--- src/rtl/fdiv_pkg.sv ---
// Shared constants for the programmable clock divider.
package fdiv_pkg;
  localparam int unsigned CNT_W_DEF   = 32;
  localparam int unsigned DIV_MIN     = 2;
  localparam logic        MODE_SQUARE = 1'b0;
  localparam logic        MODE_PULSE  = 1'b1;
endpackage

--- src/rtl/fdiv_if.sv ---
// Control/status bundle between the divider and its user logic.
interface fdiv_if import fdiv_pkg::*; #(
  parameter int unsigned CNT_W = CNT_W_DEF
) ();
  logic             en;
  logic             sync_clr;
  logic             mode;
  logic             div_load;
  logic [CNT_W-1:0] div_in;
  logic             load_pend;
  logic             load_err;
  logic [CNT_W-1:0] div_active;
  logic             tick;
  logic             fout;

  modport master (
    output en, sync_clr, mode, div_load, div_in,
    input  load_pend, load_err, div_active, tick, fout
  );

  modport slave (
    input  en, sync_clr, mode, div_load, div_in,
    output load_pend, load_err, div_active, tick, fout
  );
endinterface

--- src/rtl/fdiv_load_ctrl.sv ---
// Divisor load control: validates requests, holds a pending divisor and
// swaps it in at a period boundary (wrap or sync_clr). A request arriving on
// the boundary edge itself bypasses the pending register.
module fdiv_load_ctrl import fdiv_pkg::*; #(
  parameter int unsigned CNT_W       = CNT_W_DEF,
  parameter int unsigned DIV_DEFAULT = 50000000
) (
  input  logic             clk,
  input  logic             rst,
  input  logic             div_load,
  input  logic [CNT_W-1:0] div_in,
  input  logic             wrap,
  input  logic             sync_clr,
  output logic [CNT_W-1:0] div_active,
  output logic             load_pend,
  output logic             load_err
);
  localparam logic [CNT_W-1:0] DIV_RST = CNT_W'(DIV_DEFAULT);
  localparam logic [CNT_W-1:0] DIV_LO  = CNT_W'(DIV_MIN);

  logic [CNT_W-1:0] pend_div;
  logic             load_ok;
  logic             boundary;

  assign load_ok  = div_load && (div_in >= DIV_LO);
  assign boundary = sync_clr || wrap;

  // Accept/reject requests and apply the newest valid divisor at a boundary.
  always_ff @(posedge clk) begin
    if (rst) begin
      div_active <= DIV_RST;
      pend_div   <= '0;
      load_pend  <= 1'b0;
      load_err   <= 1'b0;
    end else begin
      load_err <= div_load && !load_ok;
      if (boundary) begin
        if (load_ok) begin
          div_active <= div_in;
        end else if (load_pend) begin
          div_active <= pend_div;
        end
        load_pend <= 1'b0;
      end else if (load_ok) begin
        pend_div  <= div_in;
        load_pend <= 1'b1;
      end
    end
  end
endmodule

--- src/rtl/fdiv_prog.sv ---
// Run-time programmable integer clock divider: square-wave or pulse output
// plus a one-cycle tick usable as a clock enable.
module fdiv_prog import fdiv_pkg::*; #(
  parameter int unsigned CNT_W       = CNT_W_DEF,
  parameter int unsigned DIV_DEFAULT = 50000000
) (
  input  logic  fin,
  input  logic  rst,
  fdiv_if.slave bus
);
  localparam logic [CNT_W-1:0] ONE = CNT_W'(1);

  logic [CNT_W-1:0] count;
  logic [CNT_W-1:0] half;
  logic             wrap;

  assign half = bus.div_active >> 1;
  // >= so a count left above a freshly shrunk divisor wraps immediately.
  assign wrap = bus.en && (count >= bus.div_active);

  fdiv_load_ctrl #(
    .CNT_W       (CNT_W),
    .DIV_DEFAULT (DIV_DEFAULT)
  ) u_load_ctrl (
    .clk        (fin),
    .rst        (rst),
    .div_load   (bus.div_load),
    .div_in     (bus.div_in),
    .wrap       (wrap),
    .sync_clr   (bus.sync_clr),
    .div_active (bus.div_active),
    .load_pend  (bus.load_pend),
    .load_err   (bus.load_err)
  );

  // Period counter 1..div_active with registered tick and fout.
  always_ff @(posedge fin) begin
    if (rst || bus.sync_clr) begin
      count    <= ONE;
      bus.fout <= 1'b0;
      bus.tick <= 1'b0;
    end else if (bus.en) begin
      count    <= wrap ? ONE : count + ONE;
      bus.tick <= wrap;
      case (bus.mode)
        MODE_SQUARE: bus.fout <= (count > half);
        MODE_PULSE:  bus.fout <= wrap;
        default:     bus.fout <= 1'b0;
      endcase
    end else begin
      bus.tick <= 1'b0;
    end
  end
endmodule

--- src/flat_wrapper.sv ---
// flat-port wrapper written by rule: the top's interface ports become plain ports
module fdiv_prog_flat import fdiv_pkg::*;
#(
  parameter int unsigned CNT_W       = CNT_W_DEF,
  parameter int unsigned DIV_DEFAULT = 50000000
)
  (fin, rst, bus_en, bus_sync_clr, bus_mode, bus_div_load, bus_div_in, bus_load_pend, bus_load_err, bus_div_active, bus_tick, bus_fout);
  fdiv_if #(.CNT_W(CNT_W)) bus_i ();
  input  logic fin;
  input  logic rst;
  input wire logic [$bits(bus_i.en)-1:0] bus_en;
  input wire logic [$bits(bus_i.sync_clr)-1:0] bus_sync_clr;
  input wire logic [$bits(bus_i.mode)-1:0] bus_mode;
  input wire logic [$bits(bus_i.div_load)-1:0] bus_div_load;
  input wire logic [$bits(bus_i.div_in)-1:0] bus_div_in;
  output wire logic [$bits(bus_i.load_pend)-1:0] bus_load_pend;
  output wire logic [$bits(bus_i.load_err)-1:0] bus_load_err;
  output wire logic [$bits(bus_i.div_active)-1:0] bus_div_active;
  output wire logic [$bits(bus_i.tick)-1:0] bus_tick;
  output wire logic [$bits(bus_i.fout)-1:0] bus_fout;
  assign bus_i.en = bus_en;
  assign bus_i.sync_clr = bus_sync_clr;
  assign bus_i.mode = bus_mode;
  assign bus_i.div_load = bus_div_load;
  assign bus_i.div_in = bus_div_in;
  assign bus_load_pend = bus_i.load_pend;
  assign bus_load_err = bus_i.load_err;
  assign bus_div_active = bus_i.div_active;
  assign bus_tick = bus_i.tick;
  assign bus_fout = bus_i.fout;
  fdiv_prog #(.CNT_W(CNT_W), .DIV_DEFAULT(DIV_DEFAULT)) u_core (.fin(fin), .rst(rst), .bus(bus_i));
endmodule
--- config.mk ---
export PLATFORM = sky130hd
export DESIGN_NAME = fdiv_prog_flat
export DESIGN_NICKNAME = d
export VERILOG_FILES = /design/src/rtl/fdiv_pkg.sv /design/src/rtl/fdiv_if.sv /design/src/rtl/fdiv_load_ctrl.sv /design/src/rtl/fdiv_prog.sv /design/src/flat_wrapper.sv
export SDC_FILE = /design/constraint.sdc
export NUM_CORES = 1
export LEC_CHECK = 0
export BUFFER_PORTS_ARGS = -buffer_cell sky130_fd_sc_hd__buf_2
export CAP_MARGIN = 10
export CORE_MARGIN = 4
export CORE_UTILIZATION = 45
export CTS_CLUSTER_DIAMETER = 120
export DETAILED_ROUTE_END_ITERATION = 8
export PLACE_DENSITY = 0.67
export SLEW_MARGIN = 30
export SYNTH_ARGS = -nofsm -noshare
export SYNTH_HDL_FRONTEND = slang
export SYNTH_SLANG_ARGS = --single-unit
--- constraint.sdc ---
create_clock -name fin -period 2.5 [get_ports fin]
set_clock_uncertainty 0.05 [all_clocks]
set_input_delay 0.375 -clock fin [delete_from_list [all_inputs] [get_ports fin]]
set_output_delay 0.375 -clock fin [all_outputs]
set_load 0.05 [all_outputs]
**Word-level counts from Yosys, hierarchy flattened**

Cells that the tools add are included.

- Logic and storage cells: 29
- Input port bits: 38
- Register bits after elaboration: 100

- Add/sub/neg operators: 1
- Bitwise logic cells: 3
- Reduce and logical (&&, ||, !) cells: 11
- Multiplexer cells: 4
- Order comparisons: 3

Operators with widths:

| cell | count |
|---|---|
| 32-bit two-way mux | 3 |
| 32-bit by 1-bit adder with 32-bit output (second input constant) | 1 |
| 32-bit by 2-bit greater-or-equal comparator with 1-bit output (second input constant) | 1 |
| 32-bit greater-or-equal comparator | 1 |
| 32-bit by 31-bit > comparator with 1-bit output | 1 |
| 2-bit AND reduction | 2 |
| 2-bit OR reduction | 2 |
| 1-bit logical AND | 3 |
| 1-bit NOT | 3 |
| 1-bit logical OR | 2 |
| 1-bit case mux with 2 select lines | 1 |
| 2-bit nonzero test | 1 |
| 1-bit logical NOT | 1 |

**Longest topological paths before layout**

- Depth in word-level cells: 5
- Gate-level depth with buffers: 9
- Mapped depth without buffers: 8

**Cells and area by module**

From an unflattened synthesis, not the netlist that was laid out.

- Cell total of the unflattened synthesis: 633
- Area total of the unflattened synthesis: 5,936.9 um^2

Modules (own cells, without submodules):

| module | sequential area each (um^2) | cells an instance | area each (um^2) | instances |
|---|---|---|---|---|
| fdiv_prog | 680.7 | 362 | 3,179.3 | 1 |
| fdiv_load_ctrl | 1,321.3 | 271 | 2,757.6 | 1 |

**Least setup slack after synthesis**

No wires, ideal clock.

- Path type: register to register
- Start: reg u_core.u_load_ctrl.div_active[0]
- End: reg u_core.u_load_ctrl.pend_div[0]
- Data arrival time: 2.805 ns
- Buffers on the path: 1
- Cell stages (with the launch flop): 9
- Library setup time: 0.072 ns
- Slack: -0.427 ns
- Cell sequence: dfxtp_1 ha_1 nand2b_4 a2111oi_4 o32ai_1 o311a_4 a2111oi_4 buf_6 mux2i_1

- Longest elaborated chain between the ends: 5

RTL lines:

| element | RTL line | RTL |
|---|---|---|
| start: declaration | fdiv_load_ctrl.sv:14 | `output logic [CNT_W-1:0] div_active,` |
| start signal: assignment | fdiv_load_ctrl.sv:39 | `div_active <= div_in;` |
| start signal: assignment | fdiv_load_ctrl.sv:41 | `div_active <= pend_div;` |
| 32-bit greater-or-equal comparator | fdiv_prog.sv:19 | `assign wrap = bus.en && (count >= bus.div_active);` |
| 1-bit logical AND | fdiv_prog.sv:19 |  |
| 1-bit logical OR | fdiv_load_ctrl.sv:26 | `assign boundary = sync_clr \|\| wrap;` |
| 1-bit NOT (no line) | - |  |
| 2-bit AND reduction (no line) | - |  |
| end signal: assignment | fdiv_load_ctrl.sv:45 | `pend_div <= div_in;` |
| end: declaration | fdiv_load_ctrl.sv:21 | `logic [CNT_W-1:0] pend_div;` |

No other way between the ends.
A chain may end at the register's enable or synchronous reset.

**Final worst setup path**

- Start: reg u_core.count[0]
- End: reg u_core.u_load_ctrl.div_active[12]

- Longest elaborated chain between the ends: 4

RTL lines:

| element | RTL line | RTL |
|---|---|---|
| start: declaration | fdiv_prog.sv:13 | `logic [CNT_W-1:0] count;` |
| start signal: assignment | fdiv_prog.sv:43 | `count <= wrap ? ONE : count + ONE;` |
| 32-bit greater-or-equal comparator | fdiv_prog.sv:19 |  |
| 1-bit logical AND | fdiv_prog.sv:19 |  |
| 1-bit logical OR | fdiv_load_ctrl.sv:26 |  |
| 2-bit AND reduction (no line) | - |  |

No other way between the ends.

==> report_table.html <==
<table>
<tr><th>Metric</th><th>Value</th></tr>
<tr><th colspan="2">Clock tree</th></tr>
<tr><td>Clock-pin slew of the registers on the worst-case setup and hold paths</td><td>0.07 ns</td></tr>
<tr><td>Clock Tree Buf Depth</td><td>2</td></tr>
<tr><td>Clock tree from TritonCTS</td><td>yes</td></tr>
<tr><td>Number of buffers created by CTS</td><td>9</td></tr>
<tr><td>Number of clock sinks</td><td>100</td></tr>
<tr><td>CTS H-tree lvls</td><td>3</td></tr>
<tr><td>Clk root buf</td><td>sky130_fd_sc_hd__clkbuf_16</td></tr>
<tr><td>Source-to-sink clock delay at the later pin of the worst-skew pair</td><td>0.35 ns</td></tr>
<tr><td># hold bufs at CTS</td><td>0</td></tr>
<tr><th colspan="2">Hold path</th></tr>
<tr><td>Path category of the worst min-delay check</td><td>input pin to flip-flop</td></tr>
<tr><td>Worst Hold Launch</td><td>bus_div_load</td></tr>
<tr><th colspan="2">STA</th></tr>
<tr><td>Final Hold Viols</td><td>0</td></tr>
<tr><td>Final Slew Violations</td><td>0</td></tr>
<tr><td>Period minus WS final</td><td>2.623 ns</td></tr>
<tr><td>Highest attainable clock frequency</td><td>381.2 MHz</td></tr>
<tr><td>Share of the clock period used by the worst path</td><td>104.9%</td></tr>
<tr><td>Final worst-path setup slack</td><td>-0.1232 ns</td></tr>
<tr><td>Setup Viol. Count Final</td><td>94</td></tr>
<tr><td>Slew at the pin with the worst max-slew slack</td><td>0.4985 ns</td></tr>
<tr><td>Max_slew headroom</td><td>65.91%</td></tr>
<tr><td>Setup repair after global routing missed its margin</td><td>yes</td></tr>
<tr><th colspan="2">Pwr</th></tr>
<tr><td>Post-layout total power</td><td>3.855 mW</td></tr>
<tr><td>Peak supply drop</td><td>294.6 µV</td></tr>
<tr><td>LEAKAGE</td><td>3.760 nW</td></tr>
<tr><td>Power Density</td><td>462.3 nW/µm²</td></tr>
<tr><th colspan="2">Placed design</th></tr>
<tr><td>Total cell area at the placement stage</td><td>7681 µm²</td></tr>
<tr><td>Placement-stage worst setup slack</td><td>-0.1891 ns</td></tr>
<tr><td>Number of I/O port buffers</td><td>73</td></tr>
<tr><td>DP Wirelength</td><td>12.86 mm</td></tr>
<tr><td>Routability congestion estimate</td><td>0.8888</td></tr>
<tr><th colspan="2">Worst setup path</th></tr>
<tr><td>Required time at the worst-slack endpoint</td><td>2.71 ns</td></tr>
<tr><td>Worst Setup Start Kind</td><td>flip-flop</td></tr>
<tr><td>Crit-path most repeated cell</td><td>sky130_fd_sc_hd__buf_6</td></tr>
<tr><td>Start point of the critical path</td><td>u_core.count[0]</td></tr>
<tr><td>Chain of cells forming the critical path</td><td>inv_2 &gt; ha_4 &gt; nand2b_4 &gt; a2111oi_4 &gt; o32ai_4 &gt; o311a_4 &gt; o31ai_4 &gt; buf_6 &gt; buf_12 &gt; buf_6 &gt; mux2i_2</td></tr>
<tr><td>CP max FO</td><td>7</td></tr>
<tr><td>Worst path arrival time</td><td>2.83 ns</td></tr>
<tr><td>Cell with the biggest individual delay on the critical path</td><td>sky130_fd_sc_hd__a2111oi_4</td></tr>
<tr><td>Worst Setup End Kind</td><td>flip-flop</td></tr>
<tr><td>Biggest cell delay along the critical path</td><td>0.36 ns</td></tr>
<tr><td>Critical setup path kind</td><td>flip-flop to flip-flop</td></tr>
<tr><td>Reg-to-Reg Start</td><td>u_core.count[0]</td></tr>
<tr><th colspan="2">Synth</th></tr>
<tr><td>Synth Area in Adders</td><td>12.94%</td></tr>
<tr><td>Post-synthesis net count</td><td>795</td></tr>
<tr><td>Cells after Synth</td><td>693</td></tr>
<tr><td>Number of storage elements in the synthesis netlist</td><td>100</td></tr>
<tr><td>Share of the yosys chip area belonging to registers</td><td>32.34%</td></tr>
<tr><td>Dominant combinational cell family by area after synthesis</td><td>simple AND/OR/NAND/NOR gates</td></tr>
<tr><td>Mapped Area</td><td>6190 µm²</td></tr>
<tr><td>Yosys warning count</td><td>0</td></tr>
<tr><td>Complex-gate fraction of the synthesized area</td><td>7.257%</td></tr>
<tr><td>Post-synthesis average cell area</td><td>8.932 µm²</td></tr>
<tr><td>Number of enable-type register cells in the synthesized netlist</td><td>0</td></tr>
<tr><td>Most common flop cell mapped by yosys</td><td>sky130_fd_sc_hd__dfxtp_1</td></tr>
<tr><td>Simple-gate share of the synthesized area</td><td>22.52%</td></tr>
<tr><td>Share of synthesized area spent on multiplexers</td><td>16.33%</td></tr>
<tr><td>Ys async rst share</td><td>0%</td></tr>
<tr><td>Synth Area in XOR/XNOR</td><td>4.245%</td></tr>
<tr><td>Netlist cell types</td><td>42</td></tr>
<tr><th colspan="2">Final layout</th></tr>
<tr><td>Share of layout cells above drive strength 1</td><td>35.53%</td></tr>
<tr><td>Final Instance Area</td><td>8338 µm²</td></tr>
<tr><td>Layout area overhead</td><td>34.71%</td></tr>
<tr><td>Total of fill cells in the finished design</td><td>1121</td></tr>
<tr><td>Commonest non-fill, non-tap cells in the layout</td><td>102 x sky130_fd_sc_hd__nor2_1, 92 x sky130_fd_sc_hd__buf_4, 72 x sky130_fd_sc_hd__buf_2</td></tr>
<tr><td>Ant. Diodes</td><td>0</td></tr>
<tr><td>Core Util, Final</td><td>62.47%</td></tr>
<tr><td>Total Nets Final</td><td>961</td></tr>
<tr><td>Most frequent standard cell in the layout excluding fill and tap cells</td><td>sky130_fd_sc_hd__nor2_1</td></tr>
<tr><th colspan="2">Detailed routing</th></tr>
<tr><td>Post-detailed-route DRC marker count</td><td>0</td></tr>
<tr><td>Pre-antenna DRT Iters</td><td>5</td></tr>
<tr><td>Total Routed Length</td><td>16.94 mm</td></tr>
<tr><td>Post-DRT Antenna Nets</td><td>0</td></tr>
<tr><td>Routed vias/inst</td><td>5.275</td></tr>
<tr><td>Number of vias in the routed layout</td><td>5486</td></tr>
<tr><td>Number of DRC markers in iteration 0</td><td>367</td></tr>
<tr><td>Routed wire per std cell</td><td>16.28 µm</td></tr>
<tr><th colspan="2">Outcome</th></tr>
<tr><td>Failing checks</td><td>negative setup slack</td></tr>
<tr><td>Outcome</td><td>finished, violations left</td></tr>
<tr><th colspan="2">Die</th></tr>
<tr><td>FP Rows</td><td>42</td></tr>
<tr><td>Die footprint</td><td>15700 µm²</td></tr>
<tr><td>Number of placed I/O pins</td><td>74</td></tr>
<tr><td>Core box area</td><td>13350 µm²</td></tr>
<tr><td>Initial Util</td><td>46.37%</td></tr>
<tr><td>Vertical extent of the die</td><td>125.3 µm</td></tr>
<tr><td>Die span in x</td><td>125.3 µm</td></tr>
<tr><th colspan="2">GRT</th></tr>
<tr><td>Remaining global-route overflow</td><td>0</td></tr>
<tr><td>Number of antenna violations at the first check in global routing</td><td>0</td></tr>
<tr><td>Global-route total usage across every layer</td><td>21.72%</td></tr>
<tr><td>Pin count of the biggest net entering global routing</td><td>61</td></tr>
<tr><td>Number of global-route vias before repair</td><td>5471</td></tr>
<tr><td>Global-route wire length before repair</td><td>27.90 mm</td></tr>
<tr><th colspan="2">Run</th></tr>
<tr><td>Count of maximum capacitance violations</td><td>0</td></tr>
</table>
worst max-delay path, delay by kind of cell (launching register included):
family / cells / cell delay (ns)
AO/OA/AOI/OAI: 4 / 1.06
buffers and inverters: 4 / 0.48
flip-flops: 1 / 0.33
multiplexers: 1 / 0.23
adder cells (fa/ha/maj): 1 / 0.22
AND/OR/NAND/NOR: 1 / 0.14
cell type report:
| type | instances | area [µm²] | share of cell area, % |
|---|---|---|---|
| Clock buffer | 11 | 254.0 | 3.046 |
| Inverter | 35 | 138.9 | 1.666 |
| Sequential cell | 100 | 2074 | 24.88 |
| Multi-Input combinational cell | 529 | 4210 | 50.50 |
| Tap cell | 176 | 220.2 | 2.641 |
| Clock inverter | 5 | 38.79 | 0.4652 |
| Timing Repair Buffer | 184 | 1401 | 16.81 |
sequential cells by signal (all words and copies together), names as in the netlist:
register / flops
u_core.u_load_ctrl.load_pend: 1
u_core.bus.tick: 1
u_core.u_load_ctrl.load_err: 1
u_core.count: 32
u_core.u_load_ctrl.div_active: 32
u_core.u_load_ctrl.pend_div: 32
u_core.bus.fout: 1
timing repair:
| action | CTS | global route |
|---|---|---|
| setup endpoints to repair | 93 | 98 |
| pin swaps | 10 | 0 |
| gates resized for setup | 22 | 23 |
| cloned | 1 | 1 |
| setup buffers | 12 | 4 |
layer usage:
layer	track usage [%]	vias up	routed length [µm]
met5	0	-	0
met4	6.824	0	263
met3	2.900	16	690
met2	35.15	118	7873
met1	30.18	2614	8108
li1	-	2738	-
synthesized netlist by cell type (all sizes together) (19+ instances only):
cell | n | area [µm²]
clkbuf | 20 | 75.07
dfxtp | 100 | 2002
nand2 | 31 | 116.4
mux2i | 65 | 650.6
xor2 | 19 | 166.4
ha | 64 | 800.8
nand4 | 23 | 143.9
mux2 | 32 | 360.3
nand2b | 67 | 426.7
inv | 35 | 131.4
nor2 | 107 | 401.6
a21oi | 28 | 140.1
stage by stage:
step | TNS, ns | cells | hold WS (ns)
after floorplan | -2.748 | 693 | 0.3952
after global placement | -5.119 | 1006 | 0.4048
after detailed placement | -6.967 | 1006 | 0.4146
after CTS | -4.474 | 1035 | 0.2374
after global routing | -13.58 | 1040 | 0.2372
final | -6.257 | 1040 | 0.2458
worst paths after layout:
kind,end,slack (ns),cells past startpoint
setup / recovery,u_core.u_load_ctrl.div_active[12],-0.12,11
hold / removal,u_core.u_load_ctrl.load_err,0.25,3
setup reg to reg,u_core.u_load_ctrl.div_active[12],-0.12,11
hold reg to reg,u_core.u_load_ctrl.pend_div[13],0.43,2
cells by family (layout without fill, tap and decap cells):
kind of cell             Yosys count  after routing
adder cells (fa/ha/maj)           64             64
multiplexers                      97             97
buffers and inverters             64            235
flip-flops                       100            100
AO/OA/AOI/OAI                     60             60
XOR/XNOR                          30             30
AND/OR/NAND/NOR                  278            278
power breakdown:
group,switching [mW],internal [mW],total [mW],leakage [nW]
Clock,0.680,0.750,1.43,0.144
Combinational,0.407,0.331,0.738,2.79
Sequential,0.0404,1.65,1.69,0.822
Note: power is estimated with default switching activity, not from simulation.
